**config.mk**
```make
export PLATFORM = sky130hd
export DESIGN_NAME = shift_seq_unit
export DESIGN_NICKNAME = d
export VERILOG_FILES = /design/src/rtl/shift_pkg.sv /design/src/rtl/shift_step.sv /design/src/rtl/shift_seq_unit.sv
export SDC_FILE = /design/constraint.sdc
export NUM_CORES = 1
export LEC_CHECK = 0
export CAP_MARGIN = 20
export CELL_PAD_IN_SITES_DETAIL_PLACEMENT = 1
export CELL_PAD_IN_SITES_GLOBAL_PLACEMENT = 2
export CORE_MARGIN = 4
export CORE_UTILIZATION = 25
export CTS_CLUSTER_DIAMETER = 150
export DETAILED_ROUTE_END_ITERATION = 7
export PLACE_DENSITY_LB_ADDON = 0.1
export SETUP_SLACK_MARGIN = 0.4
export SLEW_MARGIN = 0
export SYNTH_ARGS = -nofsm -noshare
export SYNTH_HDL_FRONTEND = slang
export SYNTH_SLANG_ARGS = --single-unit
```
**constraint.sdc**
```tcl
create_clock -name clk -period 1.4 [get_ports clk]
set_input_delay 0.14 -clock clk [delete_from_list [all_inputs] [get_ports clk]]
set_output_delay 0.14 -clock clk [all_outputs]
set_load 0.01 [all_outputs]
```
**src/rtl/shift_pkg.sv**
```systemverilog
// Shared types for the sequential shifter.
//   op_e    : operation codes carried on in_op (values 5-7 are reserved)
//   state_e : controller states
//   op_legal: true for the five defined operations
package shift_pkg;

    typedef enum logic [2:0] {
        OP_LSL  = 3'd0,
        OP_LSR  = 3'd1,
        OP_ASR  = 3'd2,
        OP_ROTL = 3'd3,
        OP_ROTR = 3'd4
    } op_e;

    typedef enum logic [1:0] {
        IDLE  = 2'd0,
        SHIFT = 2'd1,
        DONE  = 2'd2
    } state_e;

    function automatic logic op_legal(input logic [2:0] op);
        return op <= 3'd4;
    endfunction

endpackage

```
**src/rtl/shift_step.sv**
```systemverilog
// One 1-bit shift/rotate step.
//   x    : current value
//   op   : operation; reserved codes pass x through
//   y    : value after one step
//   bout : the bit that left the vector on this step (0 for reserved ops)
module shift_step
    import shift_pkg::*;
#(
    parameter int WIDTH = 8
) (
    input  logic [WIDTH-1:0] x,
    input  op_e              op,
    output logic [WIDTH-1:0] y,
    output logic             bout
);

    always_comb begin
        y    = x;
        bout = 1'b0;
        case (op)
            OP_LSL:  begin y = {x[WIDTH-2:0], 1'b0};       bout = x[WIDTH-1]; end
            OP_LSR:  begin y = {1'b0, x[WIDTH-1:1]};       bout = x[0];       end
            OP_ASR:  begin y = {x[WIDTH-1], x[WIDTH-1:1]}; bout = x[0];       end
            OP_ROTL: begin y = {x[WIDTH-2:0], x[WIDTH-1]}; bout = x[WIDTH-1]; end
            OP_ROTR: begin y = {x[0], x[WIDTH-1:1]};       bout = x[0];       end
            default: ;
        endcase
    end

endmodule

```
**src/rtl/shift_seq_unit.sv**
```systemverilog
// Sequential shifter/rotator: one bit position per cycle.
// Build option: SHIFT_SEQ_CARRY_EN adds out_carry (last bit shifted out).
// Ports:
//   clk, rst            : clock, synchronous active-high reset
//   in_valid/in_ready   : command handshake; ready only while idle
//   in_data/in_op/in_amt: operand, operation code, step count
//   out_valid/out_ready : result handshake; result held until taken
//   out_data            : result
//   out_carry           : (SHIFT_SEQ_CARRY_EN only) last bit out, 0 if no step
// Latency from accept to out_valid is amt+1 cycles; amt=0 and reserved ops
// take 1 cycle and return the operand unchanged.
module shift_seq_unit
    import shift_pkg::*;
#(
    parameter int WIDTH = 8,
    parameter int AMT_W = 3
) (
    input  logic             clk,
    input  logic             rst,
    input  logic             in_valid,
    output logic             in_ready,
    input  logic [WIDTH-1:0] in_data,
    input  logic [2:0]       in_op,
    input  logic [AMT_W-1:0] in_amt,
    output logic             out_valid,
    input  logic             out_ready,
`ifdef SHIFT_SEQ_CARRY_EN
    output logic             out_carry,
`endif
    output logic [WIDTH-1:0] out_data
);

    state_e           state;
    op_e              op_q;
    logic [AMT_W-1:0] cnt;
    logic [WIDTH-1:0] step_y;
    logic             step_c;

    // out_data doubles as the working register; it is only qualified by
    // out_valid, so intermediate values during SHIFT are harmless.
    shift_step #(.WIDTH(WIDTH)) u_step (
        .x    (out_data),
        .op   (op_q),
        .y    (step_y),
        .bout (step_c)
    );

`ifndef SHIFT_SEQ_CARRY_EN
    logic unused_carry;
    assign unused_carry = step_c;
`endif

    always_ff @(posedge clk) begin
        if (rst) begin
            state     <= IDLE;
            in_ready  <= 1'b1;
            out_valid <= 1'b0;
            out_data  <= '0;
            op_q      <= OP_LSL;
            cnt       <= '0;
`ifdef SHIFT_SEQ_CARRY_EN
            out_carry <= 1'b0;
`endif
        end else begin
            case (state)
                IDLE: begin
                    if (in_valid) begin
                        out_data <= in_data;
                        op_q     <= op_e'(in_op);
                        cnt      <= in_amt;
                        in_ready <= 1'b0;
`ifdef SHIFT_SEQ_CARRY_EN
                        out_carry <= 1'b0;
`endif
                        if (in_amt != '0 && op_legal(in_op)) begin
                            state <= SHIFT;
                        end else begin
                            state     <= DONE;
                            out_valid <= 1'b1;
                        end
                    end
                end
                SHIFT: begin
                    out_data <= step_y;
                    cnt      <= cnt - AMT_W'(1);
`ifdef SHIFT_SEQ_CARRY_EN
                    out_carry <= step_c;
`endif
                    if (cnt == AMT_W'(1)) begin
                        state     <= DONE;
                        out_valid <= 1'b1;
                    end
                end
                DONE: begin
                    // No accept in the handshake cycle: in_ready rises only
                    // once back in IDLE.
                    if (out_ready) begin
                        state     <= IDLE;
                        out_valid <= 1'b0;
                        in_ready  <= 1'b1;
                    end
                end
                default: begin
                    state     <= IDLE;
                    in_ready  <= 1'b1;
                    out_valid <= 1'b0;
                end
            endcase
        end
    end

endmodule

```
==> run metrics <==
die height=74.0 um; clock skew=0.00584 ns; worst IR drop on VDD=454 uV; Critical Path AT=1.55 ns; Final Hold Fails=0; register area share after synthesis=0.331; row count=23; Pre-antenna DRT Iters=3; CTS tree=yes; port bufs=27; die width=roughly 74 um; final setup violation count=2; GRT Total Usage=0.138; top_reg_cell synth=dfxtp_1; proportion of netlist area held by the largest area contributor=0.331; total I/O pin count=28; RSZ-0062 raised after global routing=true; max-slew violation count=0; status=finished, violations left; reg-to-reg endpoint=out_data[2]; Worst R2R Start=op_q[1]; hpwl dp=2.48 mm; Post-Synthesis Cell Area=1090 um^2; vias in the first global route=1,172; vias per inst=5.01; Power Dens Cells=1200 nW/um^2; Initial Util=0.265; min-delay src=in_amt[0]; Syn Inst Count=123; share of power burned in registers=0.315; # nets final=slightly above 200; syn_nets=143; clock root cell=clkbuf_8; DRT antenna net count=0; Finished Cell Area=a little under 2000 um^2; Congestion Overflow GR=0; diode count=0; Placer Congestion=0.791; WHS Path Cells=3; #FFs+latches synth=18; Post-Synth Adder-Cell Area=0.0230; layout cells sized above 1=0.516; Worst-Margin Slew=0.290 ns; routed length per instance=16.0 um; WS Path Type=reg -> reg; pin count of the biggest net entering global routing=15; Synth area leaders=dfxtp_1 (33%), nor2_1 (6.2%), o211ai_1 (4.8%); fillers=471; Worst setup EP type=flop; Max H-tree Level=1; r2r worst-path depth=4; Gate power share=0.496; Fmax=between 700 and 800 MHz; minimum clock period=approximately 1.4 ns; clock latency at the later pin of the worst-skew pair=0.26 ns; Synth area leader=dfxtp_1; Post-Syn Area per Cell=~9 um^2; WP data required=approximately 1.5 ns; post-synthesis compound-gate area fraction=0.252; failing checks=negative setup slack; via count=1,162; DRC=0; Crit Path Max Fanout=7; fin crit share=1.01; Max Cap Viol=0; most common library cells after synthesis=dfxtp_1 (18), nor2_1 (18), nand2_1 (8); P_sw=809 uW; flop-to-flop setup slack=-0.01 ns; Setup WS post-layout=-0.0143 ns; worst hold path endpoint=cnt[0]; simple-gate share of the synthesized area=0.262; largest family of logic cells by synthesized area=simple AND/OR/NAND/NOR gates; CORE AREA=slightly above 4000 um^2; post-detailed-routing wire length=3.71 mm; Num Clock Sinks=18; Switching Fraction=0.344; synthesis-to-layout area growth=79.4%; Clk network pwr share=0.189; number of synthesized flops with an enable pin=0; leakage=0.000787 uW; global-route wire length before repair=5.78 mm; CTS Buf Count=3; relative slew slack=0.806; mux contribution to synthesized area=0.0563; Hold Crit Class=in -> reg; worst-case clock buffer depth=2; ys async rst share=0; Area after DPL=1580 um^2; total negative setup slack=-0.0165 ns; P_int=between 1500 and 2000 uW; initial antenna violation count=0; Synth Area in XOR/XNOR=0.00805; yosys warns=0; Distinct cells, synth=37; Reg clk slew, reported paths=0.08 ns; cts hold-fix bufs=0; die area=5470 um^2; 1st-iter DRT viols=44; crit start category=flop
==> cell type report <==
class / instances / area (um^2) / share of cell area
Clock buffer: 4 / 55.1 / 0.0282
Inverter: 4 / 15.0 / 0.00769
Multi-Input combinational cell: 92 / 815 / 0.417
Sequential cell: 18 / 398 / 0.204
Tap cell: 50 / 62.6 / 0.0320
Timing Repair Buffer: 64 / 608 / 0.311
==> worst max-delay path by stage <==
stage | slack [ns] | startpoint | endpoint | depth (start not counted)
after floorplan | -0.02 | op_q[2] | out_data[3] | 5
after global placement | -0.22 | in_amt[1] | out_valid | 4
after detailed placement | -0.27 | in_amt[1] | out_valid | 4
after CTS | -0.02 | op_q[2] | out_data[2] | 4
after global routing | -0.08 | op_q[2] | out_data[3] | 4
final | -0.01 | op_q[1] | out_data[2] | 4
==> through the flow <==
stage | worst slack, ns | instances | utilization | hold slack [ns] | power, uW
finish | -0.0143 | 232 | 0.475 | 0.204 | 2350
global route | -0.0783 | 232 | 0.475 | 0.197 | 2510
CTS | -0.0174 | 224 | 0.435 | 0.430 | 2190
detailed placement | -0.266 | 212 | 0.383 | 0.473 | 1600
global placement | -0.224 | 212 | 0.383 | 0.461 | 1580
floorplan | -0.0186 | 123 | - | 0.287 | 1250
==> kinds of logic after synthesis <==
group,count (synthesis)
multiplexers,6
AO/OA/AOI/OAI,33
flip-flops,18
buffers and inverters,13
adder cells (fa/ha/maj),2
AND/OR/NAND/NOR,50
XOR/XNOR,1
==> power by group through the flow <==
stage	logic (uW)	clock network, uW	registers (uW)
final	1170	444	740
after global routing	1260	488	758
after CTS	977	470	743
after detailed placement	862	0	736
after global placement	847	0	730
after floorplan	544	0	704
==> placed cells by master, fill, tap and decap left out, types with 3 or more instances in the layout <==
cell             count
dfxtp_4              7
a311oi_1             6
dlymetal6s2s_1       3
inv_1                3
nor2_1              16
o211ai_1             7
clkdlybuf4s50_1     14
nand2_1              8
buf_6               16
clkbuf_8             4
buf_2                4
or4_1                6
a21oi_1              3
nor2b_4              3
nand2b_1             4
dfxtp_2              9
buf_4               21
mux2i_1              5
==> registers in the layout, summed over array words and instances, names as in the netlist <==
signal / count
state: 2
op_q: 3
out_valid: 1
cnt: 3
out_data: 8
in_ready: 1
==> metal layers <==
metal	vias to the layer above	part of all wire	track usage
met5	-	0	0
met4	0	0.010	0.0362
met3	4	0.041	0.0297
met2	21	0.49	0.229
met1	558	0.46	0.180
li1	579	-	-
==> what timing repair did <==
item	CTS	global route
gates resized for setup	62	41
setup buffers	8	8
pin swaps	2	16
setup endpoints to repair	28	27
==> critical path, stage by stage (launching register included) <==
cell and delay [ns]:
dfxtp_4 0.38, o21a_4 0.23, or4_1 0.47, o211ai_1 0.11
a311oi_1 0.11
No activity file was read; power rests on OpenSTA's default activity.
